--- src/rtl/uart_tx_stream_if.sv ---
// Producer-to-transmitter word handshake for uart_tx_stream.
// A word moves on every clock edge where tx_valid and tx_ready are both high.
interface uart_tx_stream_if #(
  parameter int unsigned DATA_BITS = 8
) ();

  logic [DATA_BITS-1:0] tx_data;
  logic                 tx_valid;
  logic                 tx_ready;

  modport master (
    output tx_data,
    output tx_valid,
    input  tx_ready
  );

  modport slave (
    input  tx_data,
    input  tx_valid,
    output tx_ready
  );

endinterface

--- src/rtl/uart_tx_stream.sv ---
// Buffered UART transmitter: valid/ready word input, small FIFO, LSB-first serial line.
// Optional parity bit is compiled in with `define UART_TX_PARITY_EN.
module uart_tx_stream #(
  parameter int unsigned CLK_FREQ   = 50_000_000,
  parameter int unsigned BAUD_RATE  = 115_200,
  parameter int unsigned DATA_BITS  = 8,
  parameter int unsigned STOP_BITS  = 1,
  parameter int unsigned FIFO_DEPTH = 4,
  parameter int unsigned PARITY_ODD = 0
) (
  input  logic                            tx_clk,
  input  logic                            tx_rst_n,
  uart_tx_stream_if.slave                 tx_bus,
  output logic                            tx_output,
  output logic                            tx_busy,
  output logic [$clog2(FIFO_DEPTH+1)-1:0] fifo_count
);

  localparam int unsigned DIV    = CLK_FREQ / BAUD_RATE;
  localparam int unsigned BAUD_W = (DIV > 1) ? $clog2(DIV) : 1;
  localparam int unsigned CNT_W  = $clog2(FIFO_DEPTH + 1);
  localparam int unsigned PTR_W  = $clog2(FIFO_DEPTH);

  localparam logic [BAUD_W-1:0] BaudLast = BAUD_W'(DIV - 1);
  localparam logic [3:0]        DataLast = 4'(DATA_BITS - 1);
  localparam logic [3:0]        StopLast = 4'(STOP_BITS - 1);
  localparam logic [CNT_W-1:0]  CntFull  = CNT_W'(FIFO_DEPTH);

  // Reject illegal configurations at elaboration time.
  if (DATA_BITS < 5 || DATA_BITS > 9) begin : g_bad_data_bits
    $error("uart_tx_stream: DATA_BITS must be 5..9");
  end
  if (STOP_BITS < 1 || STOP_BITS > 2) begin : g_bad_stop_bits
    $error("uart_tx_stream: STOP_BITS must be 1 or 2");
  end
  if (FIFO_DEPTH < 2 || (FIFO_DEPTH & (FIFO_DEPTH - 1)) != 0) begin : g_bad_depth
    $error("uart_tx_stream: FIFO_DEPTH must be a power of two >= 2");
  end
  if (PARITY_ODD > 1) begin : g_bad_parity_odd
    $error("uart_tx_stream: PARITY_ODD must be 0 or 1");
  end
  if (DIV < 2) begin : g_bad_div
    $error("uart_tx_stream: CLK_FREQ / BAUD_RATE must be at least 2");
  end

  typedef enum logic [2:0] {
    StIdle,
    StStart,
    StData,
`ifdef UART_TX_PARITY_EN
    StParity,
`endif
    StStop
  } state_e;

  // FIFO storage and bookkeeping
  logic [DATA_BITS-1:0] mem_q [FIFO_DEPTH];
  logic [PTR_W-1:0]     wr_ptr_q, wr_ptr_d;
  logic [PTR_W-1:0]     rd_ptr_q, rd_ptr_d;
  logic [CNT_W-1:0]     count_q, count_d;
  logic [DATA_BITS-1:0] head;
  logic                 ready;
  logic                 push;
  logic                 pop;
  logic                 fifo_empty;

  // Serialiser state
  state_e               state_q, state_d;
  logic [BAUD_W-1:0]    baud_q, baud_d;
  logic [3:0]           bit_q, bit_d;
  logic [DATA_BITS-1:0] shift_q, shift_d;
  logic                 tx_q, tx_d;
  logic                 baud_last;
`ifdef UART_TX_PARITY_EN
  logic                 parity_q, parity_d;
`endif

  assign ready      = (count_q != CntFull);
  assign push       = tx_bus.tx_valid && ready;
  assign fifo_empty = (count_q == '0);
  assign head       = mem_q[rd_ptr_q];
  assign baud_last  = (baud_q == BaudLast);

  assign tx_bus.tx_ready = ready;
  assign tx_output       = tx_q;
  assign tx_busy         = (state_q != StIdle);
  assign fifo_count      = count_q;

  always_comb begin
    wr_ptr_d = wr_ptr_q;
    rd_ptr_d = rd_ptr_q;
    count_d  = count_q;
    if (push) wr_ptr_d = wr_ptr_q + PTR_W'(1);
    if (pop)  rd_ptr_d = rd_ptr_q + PTR_W'(1);
    unique case ({push, pop})
      2'b10:   count_d = count_q + CNT_W'(1);
      2'b01:   count_d = count_q - CNT_W'(1);
      default: count_d = count_q;
    endcase
  end

  always_comb begin
    state_d = state_q;
    baud_d  = baud_q;
    bit_d   = bit_q;
    shift_d = shift_q;
    tx_d    = tx_q;
    pop     = 1'b0;
`ifdef UART_TX_PARITY_EN
    parity_d = parity_q;
`endif

    if (state_q != StIdle) begin
      baud_d = baud_last ? '0 : baud_q + BAUD_W'(1);
    end

    unique case (state_q)
      StIdle: begin
        tx_d = 1'b1;
        if (!fifo_empty) begin
          pop     = 1'b1;
          shift_d = head;
          tx_d    = 1'b0;
          state_d = StStart;
`ifdef UART_TX_PARITY_EN
          parity_d = (^head) ^ 1'(PARITY_ODD);
`endif
        end
      end

      StStart: begin
        if (baud_last) begin
          tx_d    = shift_q[0];
          shift_d = shift_q >> 1;
          bit_d   = '0;
          state_d = StData;
        end
      end

      StData: begin
        if (baud_last) begin
          if (bit_q == DataLast) begin
            bit_d = '0;
`ifdef UART_TX_PARITY_EN
            tx_d    = parity_q;
            state_d = StParity;
`else
            tx_d    = 1'b1;
            state_d = StStop;
`endif
          end else begin
            bit_d   = bit_q + 4'd1;
            tx_d    = shift_q[0];
            shift_d = shift_q >> 1;
          end
        end
      end

`ifdef UART_TX_PARITY_EN
      StParity: begin
        if (baud_last) begin
          tx_d    = 1'b1;
          state_d = StStop;
        end
      end
`endif

      StStop: begin
        if (baud_last) begin
          if (bit_q == StopLast) begin
            bit_d = '0;
            // Chain straight into the next start bit when more data is waiting.
            if (!fifo_empty) begin
              pop     = 1'b1;
              shift_d = head;
              tx_d    = 1'b0;
              state_d = StStart;
`ifdef UART_TX_PARITY_EN
              parity_d = (^head) ^ 1'(PARITY_ODD);
`endif
            end else begin
              tx_d    = 1'b1;
              state_d = StIdle;
            end
          end else begin
            bit_d = bit_q + 4'd1;
          end
        end
      end

      default: begin
        tx_d    = 1'b1;
        state_d = StIdle;
      end
    endcase
  end

  always_ff @(posedge tx_clk or negedge tx_rst_n) begin
    if (!tx_rst_n) begin
      state_q  <= StIdle;
      baud_q   <= '0;
      bit_q    <= '0;
      shift_q  <= '0;
      tx_q     <= 1'b1;
      wr_ptr_q <= '0;
      rd_ptr_q <= '0;
      count_q  <= '0;
`ifdef UART_TX_PARITY_EN
      parity_q <= 1'b0;
`endif
    end else begin
      state_q  <= state_d;
      baud_q   <= baud_d;
      bit_q    <= bit_d;
      shift_q  <= shift_d;
      tx_q     <= tx_d;
      wr_ptr_q <= wr_ptr_d;
      rd_ptr_q <= rd_ptr_d;
      count_q  <= count_d;
`ifdef UART_TX_PARITY_EN
      parity_q <= parity_d;
`endif
    end
  end

  // Storage needs no reset: count/pointers decide what is valid.
  always_ff @(posedge tx_clk) begin
    if (push) begin
      mem_q[wr_ptr_q] <= tx_bus.tx_data;
    end
  end

endmodule

--- src/flat_wrapper.sv ---
// flat-port wrapper written by rule: the top's interface ports become plain ports
module uart_tx_stream_flat 
#(
  parameter int unsigned CLK_FREQ   = 50_000_000,
  parameter int unsigned BAUD_RATE  = 115_200,
  parameter int unsigned DATA_BITS  = 8,
  parameter int unsigned STOP_BITS  = 1,
  parameter int unsigned FIFO_DEPTH = 4,
  parameter int unsigned PARITY_ODD = 0
)
  (tx_clk, tx_rst_n, tx_output, tx_busy, fifo_count, tx_bus_tx_data, tx_bus_tx_valid, tx_bus_tx_ready);
  uart_tx_stream_if #(.DATA_BITS(DATA_BITS)) tx_bus_i ();
  input  logic tx_clk;
  input  logic tx_rst_n;
  output logic tx_output;
  output logic tx_busy;
  output logic [$clog2(FIFO_DEPTH+1)-1:0] fifo_count;
  input wire logic [$bits(tx_bus_i.tx_data)-1:0] tx_bus_tx_data;
  input wire logic [$bits(tx_bus_i.tx_valid)-1:0] tx_bus_tx_valid;
  output wire logic [$bits(tx_bus_i.tx_ready)-1:0] tx_bus_tx_ready;
  assign tx_bus_i.tx_data = tx_bus_tx_data;
  assign tx_bus_i.tx_valid = tx_bus_tx_valid;
  assign tx_bus_tx_ready = tx_bus_i.tx_ready;
  uart_tx_stream #(.CLK_FREQ(CLK_FREQ), .BAUD_RATE(BAUD_RATE), .DATA_BITS(DATA_BITS), .STOP_BITS(STOP_BITS), .FIFO_DEPTH(FIFO_DEPTH), .PARITY_ODD(PARITY_ODD)) u_core (.tx_clk(tx_clk), .tx_rst_n(tx_rst_n), .tx_bus(tx_bus_i), .tx_output(tx_output), .tx_busy(tx_busy), .fifo_count(fifo_count));
endmodule
--- config.mk ---
export PLATFORM = sky130hd
export DESIGN_NAME = uart_tx_stream_flat
export DESIGN_NICKNAME = d
export VERILOG_FILES = /design/src/rtl/uart_tx_stream_if.sv /design/src/rtl/uart_tx_stream.sv /design/src/flat_wrapper.sv
export SDC_FILE = /design/constraint.sdc
export NUM_CORES = 1
export LEC_CHECK = 0
export CORE_ASPECT_RATIO = 1.75
export CORE_MARGIN = 4
export CORE_UTILIZATION = 50
export CTS_CLUSTER_DIAMETER = 50
export DETAILED_ROUTE_END_ITERATION = 8
export HOLD_SLACK_MARGIN = 0.03
export PLACE_DENSITY_LB_ADDON = 0.3
export SLEW_MARGIN = 20
export SYNTH_ARGS = -nofsm -noshare
export SYNTH_HDL_FRONTEND = slang
export SYNTH_SLANG_ARGS = --single-unit
--- constraint.sdc ---
create_clock -name tx_clk -period 4.75 [get_ports tx_clk]
set_clock_uncertainty 0.2 [all_clocks]
set_input_delay 0.95 -clock tx_clk [delete_from_list [all_inputs] [get_ports tx_clk]]
set_output_delay 0.95 -clock tx_clk [all_outputs]
set_load 0.1 [all_outputs]
==> metrics.txt, run 1 <==
status complete, no violations; routed wire length 5110 um; max-cap viol count 0; Peak VDD IR 0.361 mV; mean post-synth cell area 14.7 um2; actual slew at the worst max-slew pin 977 ps; height of the die 110 um; via count 1668; pwr dens 688 nW/um2; area share of fa/ha/maj cells after synthesis 6.09%; fin. max-slew vios 0; final count of hold timing violations 0; vias in the first global route 1795; slew margin rel. 34.7%; Antenna Nets Post-Route 0; DRC viols 0; CP arrival 2470 ps; row cnt 37; FF+latch count, synth 63; post-synthesis simple-gate area fraction 9.60%; GR Util All Layers 15.9%; pre-CTS WS 1500 ps; Clock power frac 17.0%; global placement routability congestion 0.787; Pint 1430 uW; Achievable Freq 276 MHz; CTS Root Cell clkbuf_8; iteration-0 DRC count of the detailed router 50; layout net count 254; Async SR Flop Fraction 49.2%; Crit Path Max Fanout 9; total power draw 2360 uW; Die W 66.5 um; Min-Delay Path Class reg2reg; Compound-Gate Fraction of Synth Area 6.59%; final setup margin 1130 ps; Design Area, Final 3420 um2; Sw Share 39.2%; multiplexer share of the synthesized area 14.1%; Vias/cell 5.35; drt wl/cell 16.4 um; Syn. warnings 0; Tcrit/Tclk final 76.2%; die area 7350 um2; RSZ-0062 raised after global routing false; Crit Path Category reg2out; cts-stage hold buffer count 0; crit end category output port; clk buf depth 2; Post-Place Cell Area 3250 um2; Sequential Power Share 37.9%; Final Util 58.7%; fraction of layout cells with a size suffix above 1 21.8%; largest net degree at the start of global routing 32; P_leak 0.00140 uW; Comb pwr share 45.1%; EDFF count, synth 32; largest family of logic cells by synthesized area multiplexers; CTS tree done; dpl hpwl 3730 um; Num CTS Buffers 9; switching power 923 uW; htree depth 3; global-route wire length before repair 8580 um; ant diodes 0; crit path launch type register; setup_tns 0 ps; total iterations of the first detailed-routing run 4; IO buf count 16; setup violators final 0; syn_nets 229; Ports 17; Tmin final 3620 ps; Clock Sinks 63; grt total ovfl 0; Unique masters post-synth 51; Syn-to-layout area delta 14.2%; Post-CTS Setup Inserts 0; initial antenna violation count 0; post-CTS sizing 0; core area 5830 um2; Gate Count Post-Synth 204; Starting Density 51.4%; later-pin clock latency in the skew report 340 ps; top_reg_cell synth edfxtp_1; Critical Path RT 3600 ps; Synth Area in XOR/XNOR 3.21%; Cell Area, Synth 3000 um2; Worst-path clk slew 70 ps; Seq/Total Area, Yosys 58.0%
## cell families (layout without fill, tap and decap cells)
kind of cell,after synthesis,count (layout)
and+or+nand+nor,47,47
DFF,63,63
muxes,27,27
AOI/OAI and AO/OA,23,23
adders and majority gates,14,14
buffers and inverters,19,49
xor gates and xnor gates,11,11
## registers in the layout, indices dropped and copies added, names as in the netlist
name               flops
u_core.mem_q          32
u_core.baud_q          9
u_core.shift_q         8
u_core.bit_q           4
u_core.fifo_count      3
u_core.rd_ptr_q        2
u_core.state_q         2
u_core.wr_ptr_q        2
u_core.tx_output       1
## critical path: stages, from the launching register on
cell and delay (ps):
dfrtp_1 380, inv_1 90, ha_1 290, inv_1 210, clkdlybuf4s50_1 1170
## metal layers
metal  global-route usage (%)  wire length, um  part of all wire, %  vias up
li1                         -                -                    -      800
met1                     17.2             2030                   40      836
met2                     27.6             2810                   55       20
met3                     3.05              122                  2.4       12
met4                     9.50              144                  2.8        0
met5                        0                0                    0        -
## worst paths after layout
kind / from / cells past startpoint / end / slack, ps
setup / recovery: u_core.state_q[0] / 4 / tx_busy / 1130
hold / removal: u_core.shift_q[7] / 1 / u_core.shift_q[7] / 310
setup reg to reg: u_core.bit_q[0] / 11 / u_core.fifo_count[2] / 1890
hold reg to reg: u_core.shift_q[7] / 1 / u_core.shift_q[7] / 310
max in group asynchronous: tx_rst_n / 2 / u_core.tx_output / 3210
min in group asynchronous: tx_rst_n / 2 / u_core.baud_q[4] / 800
## Yosys cell counts, types with 2 or more instances
cell        n  share of area (%)
o21ai_0     6                1.0
a22o_1      2               0.58
mux4_2      8                6.0
a22oi_1     2               0.50
clkbuf_1    2               0.25
dfrtp_1    30                 25
and2_1      3               0.63
a2bb2oi_1   2               0.58
inv_1      15                1.9
ha_1       13                5.4
nand2_1     8                1.0
and3_1      5                1.0
mux2_4      8                4.0
xnor2_1     7                2.0
xor2_1      4                1.2
mux2_2      7                2.6
nor2_1     11                1.4
mux2_1      3                1.1
nor3_1      4               0.67
nand3_1     2               0.33
edfxtp_1   32                 32
## layout by cell type (no fill, tap or decap), drive strengths merged, types with 2 or more instances in the layout
master,netlist,final
clkdlybuf4s50,0,16
nand4b,2,2
mux4,8,8
and3,5,5
inv,16,17
a22o,2,2
and2,3,3
dfrtp,30,30
nand3,2,2
clkbuf,2,9
nand2,8,8
mux2,18,18
or2,2,2
edfxtp,32,32
clkinv,0,6
a21o,2,2
a2bb2oi,2,2
o21ai,6,6
o211ai,2,2
nor3,5,5
nor2,11,11
xnor2,7,7
a22oi,2,2
ha,13,13
xor2,4,4
## metrics by stage
step	std cells	hold slack [ps]
global placement	296	292
global route	312	339
detailed placement	296	289
CTS	312	314
finish	312	312
floorplan	204	274
## area by class of cell
type                            instances  area, um2
Multi-Input combinational cell        122       1190
Clock inverter                          7       48.8
Tap cell                               78       97.6
Timing Repair Buffer                   17        168
Clock buffer                            9        124
Fill cell                             496       2410
Sequential cell                        63       1740
Inverter                               16       60.1
## power groups by stage
| stage | clock network [uW] | registers (uW) | logic [uW] |
|---|---|---|---|
| after floorplan | 0 | 954 | 793 |
| after global placement | 0 | 896 | 1060 |
| after detailed placement | 0 | 907 | 1080 |
| after CTS | 414 | 896 | 1080 |
| after global routing | 440 | 920 | 1150 |
| final | 401 | 892 | 1060 |
Power figures use the tool's default switching activity.
==> run 2, diff against run 1 <==
==> constraint.sdc (replaced) <==
create_clock -name tx_clk -period 3.05 [get_ports tx_clk]
set_clock_uncertainty 0.2 [all_clocks]
set_input_delay 0.61 -clock tx_clk [delete_from_list [all_inputs] [get_ports tx_clk]]
set_output_delay 0.61 -clock tx_clk [all_outputs]
set_load 0.1 [all_outputs]
==> run 2 against run 1 <==
Compared with the run above:
- worst hold slack gained 2.8 ps
- critical path depth grew 7
- sequential share of layout area is essentially flat
- cell count is the same
==> metrics.txt, run 2 (synthesis results as in run 1) <==
ant diodes 0; Starting Density 51.4%; Vias/cell 5.43; final count of hold timing violations 0; Post-CTS Setup Inserts 0; commonest non-fill, non-tap cell in the layout edfxtp_1; most frequent cells in the layout edfxtp_1 (32), dfrtp_1 (29), inv_1 (14), ha_1 (13), nor2_1 (11); Clock Sinks 63; Num CTS Buffers 9; CTS Root Cell clkbuf_8; dpl hpwl 3640 um; fraction of layout cells with a size suffix above 1 26.1%; setup violators final 0; DRC viols 0; Clock power frac 17.1%; setup_tns 0 ps; Reg-to-Reg Start u_core.state_q[0]; max reg flops 32; crit end category register; Tmin final 2870 ps; switching power 1470 uW; Syn-to-layout area delta 14.3%; Peak VDD IR 0.547 mV; Top reg by flops u_core.mem_q; Top Registers u_core.mem_q: 32 flops, u_core.baud_q: 9 flops, u_core.shift_q: 8 flops; Ports 17; global placement routability congestion 0.863; Min-Delay Path Class reg2reg; global-route wire length before repair 8580 um; Worst Setup SP u_core.state_q[0]; origin of the worst min-delay path u_core.shift_q[0]; Comb pwr share 45.2%; CP arrival 2940 ps; slew margin rel. 62.6%; Worst-path clk slew 80 ps; height of the die 110 um; status complete, no violations; layout net count 254; drt wl/cell 16.6 um; Crit Path Category reg2reg; via count 1694; Tcrit/Tclk final 94.0%; P_leak 0.00140 uW; initial antenna violation count 0; Achievable Freq 349 MHz; fin. max-slew vios 0; later-pin clock latency in the skew report 340 ps; Die W 66.5 um; Fin Hold WS 315 ps; cts-stage hold buffer count 0; Critical Path RT 3120 ps; routed wire length 5180 um; vias in the first global route 1775; iteration-0 DRC count of the detailed router 95; GR Util All Layers 16.1%; htree depth 3; CTS tree done; Crit Path Max Fanout 9; actual slew at the worst max-slew pin 561 ps; Antenna Nets Post-Route 0; pwr dens 1080 nW/um2; post-CTS sizing 0; max-cap viol count 0; row cnt 37; clk buf depth 2; Sequential Power Share 37.7%; total iterations of the first detailed-routing run 5; grt total ovfl 0; Pint 2220 uW; crit path launch type register; IO buf count 16; die area 7350 um2; core area 5830 um2; largest net degree at the start of global routing 32; RSZ-0062 raised after global routing false; Sw Share 39.7%
-- run 2: worst paths after layout --
path,to,slack [ps],depth (start not counted)
max,u_core.fifo_count[2],180,11
min,u_core.shift_q[0],320,1
max reg2reg,u_core.fifo_count[2],180,11
min reg2reg,u_core.shift_q[0],320,1
max in group asynchronous,u_core.tx_output,1850,2
min in group asynchronous,u_core.bit_q[3],450,2
-- run 2: critical path: stages, from the launching register on --
cell	delay, ps
dfrtp_1	400
inv_1	110
ha_1	360
clkinvlp_4	240
o21a_1	180
nor3b_2	250
ha_1	210
inv_1	60
fa_1	370
xor2_1	150
nor2_1	110
xor2_1	150
-- run 2: power by group through the flow --
stage,Clock [uW],Sequential (uW),Combinational [uW]
2_1_floorplan,0,1490,1260
3_3_place_gp,0,1410,1660
3_5_place_dp,0,1420,1680
4_1_cts,646,1400,1690
5_1_grt,689,1430,1800
6_report,632,1390,1670
-- run 2: cell type report --
cell class | count | area (um2)
flip-flops and latches | 63 | 1740
clock buffers | 9 | 124
fillers | 493 | 2410
clock inverters | 7 | 48.8
multi-input cells | 122 | 1200
well taps | 78 | 97.6
repair buffers | 17 | 153
inverters | 16 | 63.8
-- run 2: layer usage --
metal,GRT usage (%),wire [um],vias to the layer above
met5,0,0,-
met4,10.0,133,0
met3,3.05,142,12
met2,27.4,2920,28
met1,17.7,1980,848
li1,-,-,806
-- run 2: per-stage QoR --
step	total power, uW	util [%]	instance area (um2)	instances	setup WS, ps
global route	3920	58.7	3430	312	40.1
CTS	3740	58.7	3430	312	182
global placement	3070	55.8	3250	296	287
finish	3690	58.7	3430	312	183
detailed placement	3100	55.8	3250	296	187
floorplan	2750	-	3020	204	2.12
==> run 3, diff against run 2 <==
--- a/config.mk
+++ b/config.mk
@@ -10,9 +10,11 @@
 export CORE_UTILIZATION = 50
 export CTS_CLUSTER_DIAMETER = 50
 export DETAILED_ROUTE_END_ITERATION = 8
+export GPL_ROUTABILITY_DRIVEN = 0
 export HOLD_SLACK_MARGIN = 0.03
 export PLACE_DENSITY_LB_ADDON = 0.3
 export SLEW_MARGIN = 20
 export SYNTH_ARGS = -nofsm -noshare
 export SYNTH_HDL_FRONTEND = slang
 export SYNTH_SLANG_ARGS = --single-unit
+export TNS_END_PERCENT = 100
==> constraint.sdc (replaced) <==
create_clock -name tx_clk -period 2.3 [get_ports tx_clk]
set_clock_uncertainty 0.2 [all_clocks]
set_input_delay 0.46 -clock tx_clk [delete_from_list [all_inputs] [get_ports tx_clk]]
set_output_delay 0.46 -clock tx_clk [all_outputs]
set_load 0.1 [all_outputs]
==> run 3 against run 2 <==
Compared with the run above:
- the run now ends with setup timing left
- sequential power up 26%
- power up 56%
- non-clock buffer count up 45
- worst hold slack worse by 8.3 ps
- sequential cell count unchanged
- register-to-register slack worse by 540 ps
- combinational power up 72%
- maximum frequency up 7.9%
- global-route usage up 1.5 points
- critical path depth unchanged
- clock-buffer cell count up 1
- die area unchanged
- largest cell class unchanged
==> metrics.txt, run 3 (synthesis results as in run 1) <==
status complete, but fails checks; violated checks setup timing; Tmin final 2660 ps; Crit Path Max Fanout 2; global-route wire length before repair 9360 um; setup slack, reg-to-reg -360 ps; later-pin clock latency in the skew report 350 ps; layout net count 299; P_leak 0.00166 uW; crit end category register; final setup margin -358 ps; initial antenna violation count 0; clk buf depth 2; dpl hpwl 3880 um; CP arrival 2720 ps; CTS tree done; Peak VDD IR 1.20 mV; fraction of layout cells with a size suffix above 1 40.5%; Num CTS Buffers 9; multi-input logic area 1220 um2; IO buf count 16; most frequent cells in the layout buf_4 (49), edfxtp_1 (32), dfrtp_1 (27), ha_1 (12), nor2_1 (11); fin. max-slew vios 0; core area 5830 um2; iteration-0 DRC count of the detailed router 75; ant diodes 0; htree depth 3; grt total ovfl 0; fillers 465; Achievable Freq 376 MHz; Top reg by flops u_core.mem_q; Design Area, Final 3890 um2; total power draw 5770 uW; setup violators final 2; Top Registers u_core.mem_q: 32 flops, u_core.baud_q: 9 flops, u_core.shift_q: 8 flops; Critical Path RT 2360 ps; reg2reg end u_core.fifo_count[2]; Clock Sinks 63; crit path launch type register; slew margin rel. 69.4%; Tcrit/Tclk final 116%; cts-stage hold buffer count 0; Worst-path clk slew 70 ps; Starting Density 51.4%; Worst Setup SP u_core.bit_q[0]; Syn-to-layout area delta 29.6%; DRC viols 0; CTS Root Cell clkbuf_8; actual slew at the worst max-slew pin 457 ps; vias in the first global route 1999; CP Capture Point u_core.fifo_count[2]; final count of hold timing violations 0; total iterations of the first detailed-routing run 4; via count 1817; Min-Delay Path Class in2async; pwr dens 1480 nW/um2; pre-CTS WS -356 ps; drt wl/cell 15.4 um; RSZ-0062 raised after global routing true; max-cap viol count 0; Post-Place Cell Area 3600 um2; commonest non-fill, non-tap cell in the layout buf_4; routed wire length 5500 um; Register Area 1740 um2; FF-to-FF path depth 11; Crit Path Category reg2reg; max reg flops 32; largest net degree at the start of global routing 32; Reg-to-Reg Start u_core.bit_q[0]; Ports 17; Antenna Nets Post-Route 0; GR Util All Layers 17.6%; height of the die 110 um; Die W 66.5 um; row cnt 37; die area 7350 um2; Vias/cell 5.09
[run 3: layout make-up]
class                      count  share of cell area, %
sequential                    63                   44.8
clock inverter                 6                   2.83
inverter                      16                   1.64
multi-input combinational    122                   31.3
tap                           78                   2.51
timing repair buffer          62                   13.6
clock buffer                  10                   3.28
[run 3: critical path, cell delays in order, from the launching register on]
cell and delay (ps):
dfrtp_1 390, inv_2 60, ha_1 130, or3b_4 370
o21a_1 200, nor3b_2 220, ha_2 230, inv_2 40
fa_2 330, xor2_1 140, nor2_1 110, xor2_1 170
[run 3: power by group]
group          switching, uW  total, uW  internal (uW)
Sequential               194       1750           1560
Clock                    428       1150            717
Combinational           1440       2870           1430
[run 3: how the worst min path moves through the flow]
stage | to | cells after the start | startpoint
after global routing | u_core.fifo_count[0] | 1 | u_core.fifo_count[0]
after floorplan | u_core.baud_q[0] | 0 | tx_rst_n
after global placement | u_core.fifo_count[0] | 1 | u_core.fifo_count[0]
final | u_core.baud_q[3] | 2 | tx_rst_n
after detailed placement | u_core.shift_q[4] | 1 | u_core.shift_q[4]
after CTS | u_core.fifo_count[0] | 1 | u_core.fifo_count[0]
[run 3: metal layers]
layer	part of all wire, %	vias to the layer above	GRT usage (%)
li1	-	889	-
met1	38	891	18.7
met2	56	26	30.7
met3	4.0	11	5.80
met4	2.5	0	7.46
met5	0	-	0
[run 3: stage by stage]
stage / hold slack, ps / util (%) / cells / setup TNS [ps]
detailed placement: 290 / 61.7 / 336 / -595
CTS: 307 / 66.2 / 355 / -563
global placement: 283 / 61.7 / 336 / -470
floorplan: -35.6 / - / 204 / -1440
global route: 330 / 66.6 / 357 / -1480
finish: 307 / 66.6 / 357 / -564
[run 3: repair_timing]
item	CTS	global route
resized for setup	3	1
gates cloned	0	0
setup endpoints to repair	10	11
pin swaps	5	4
buffers inserted	3	2
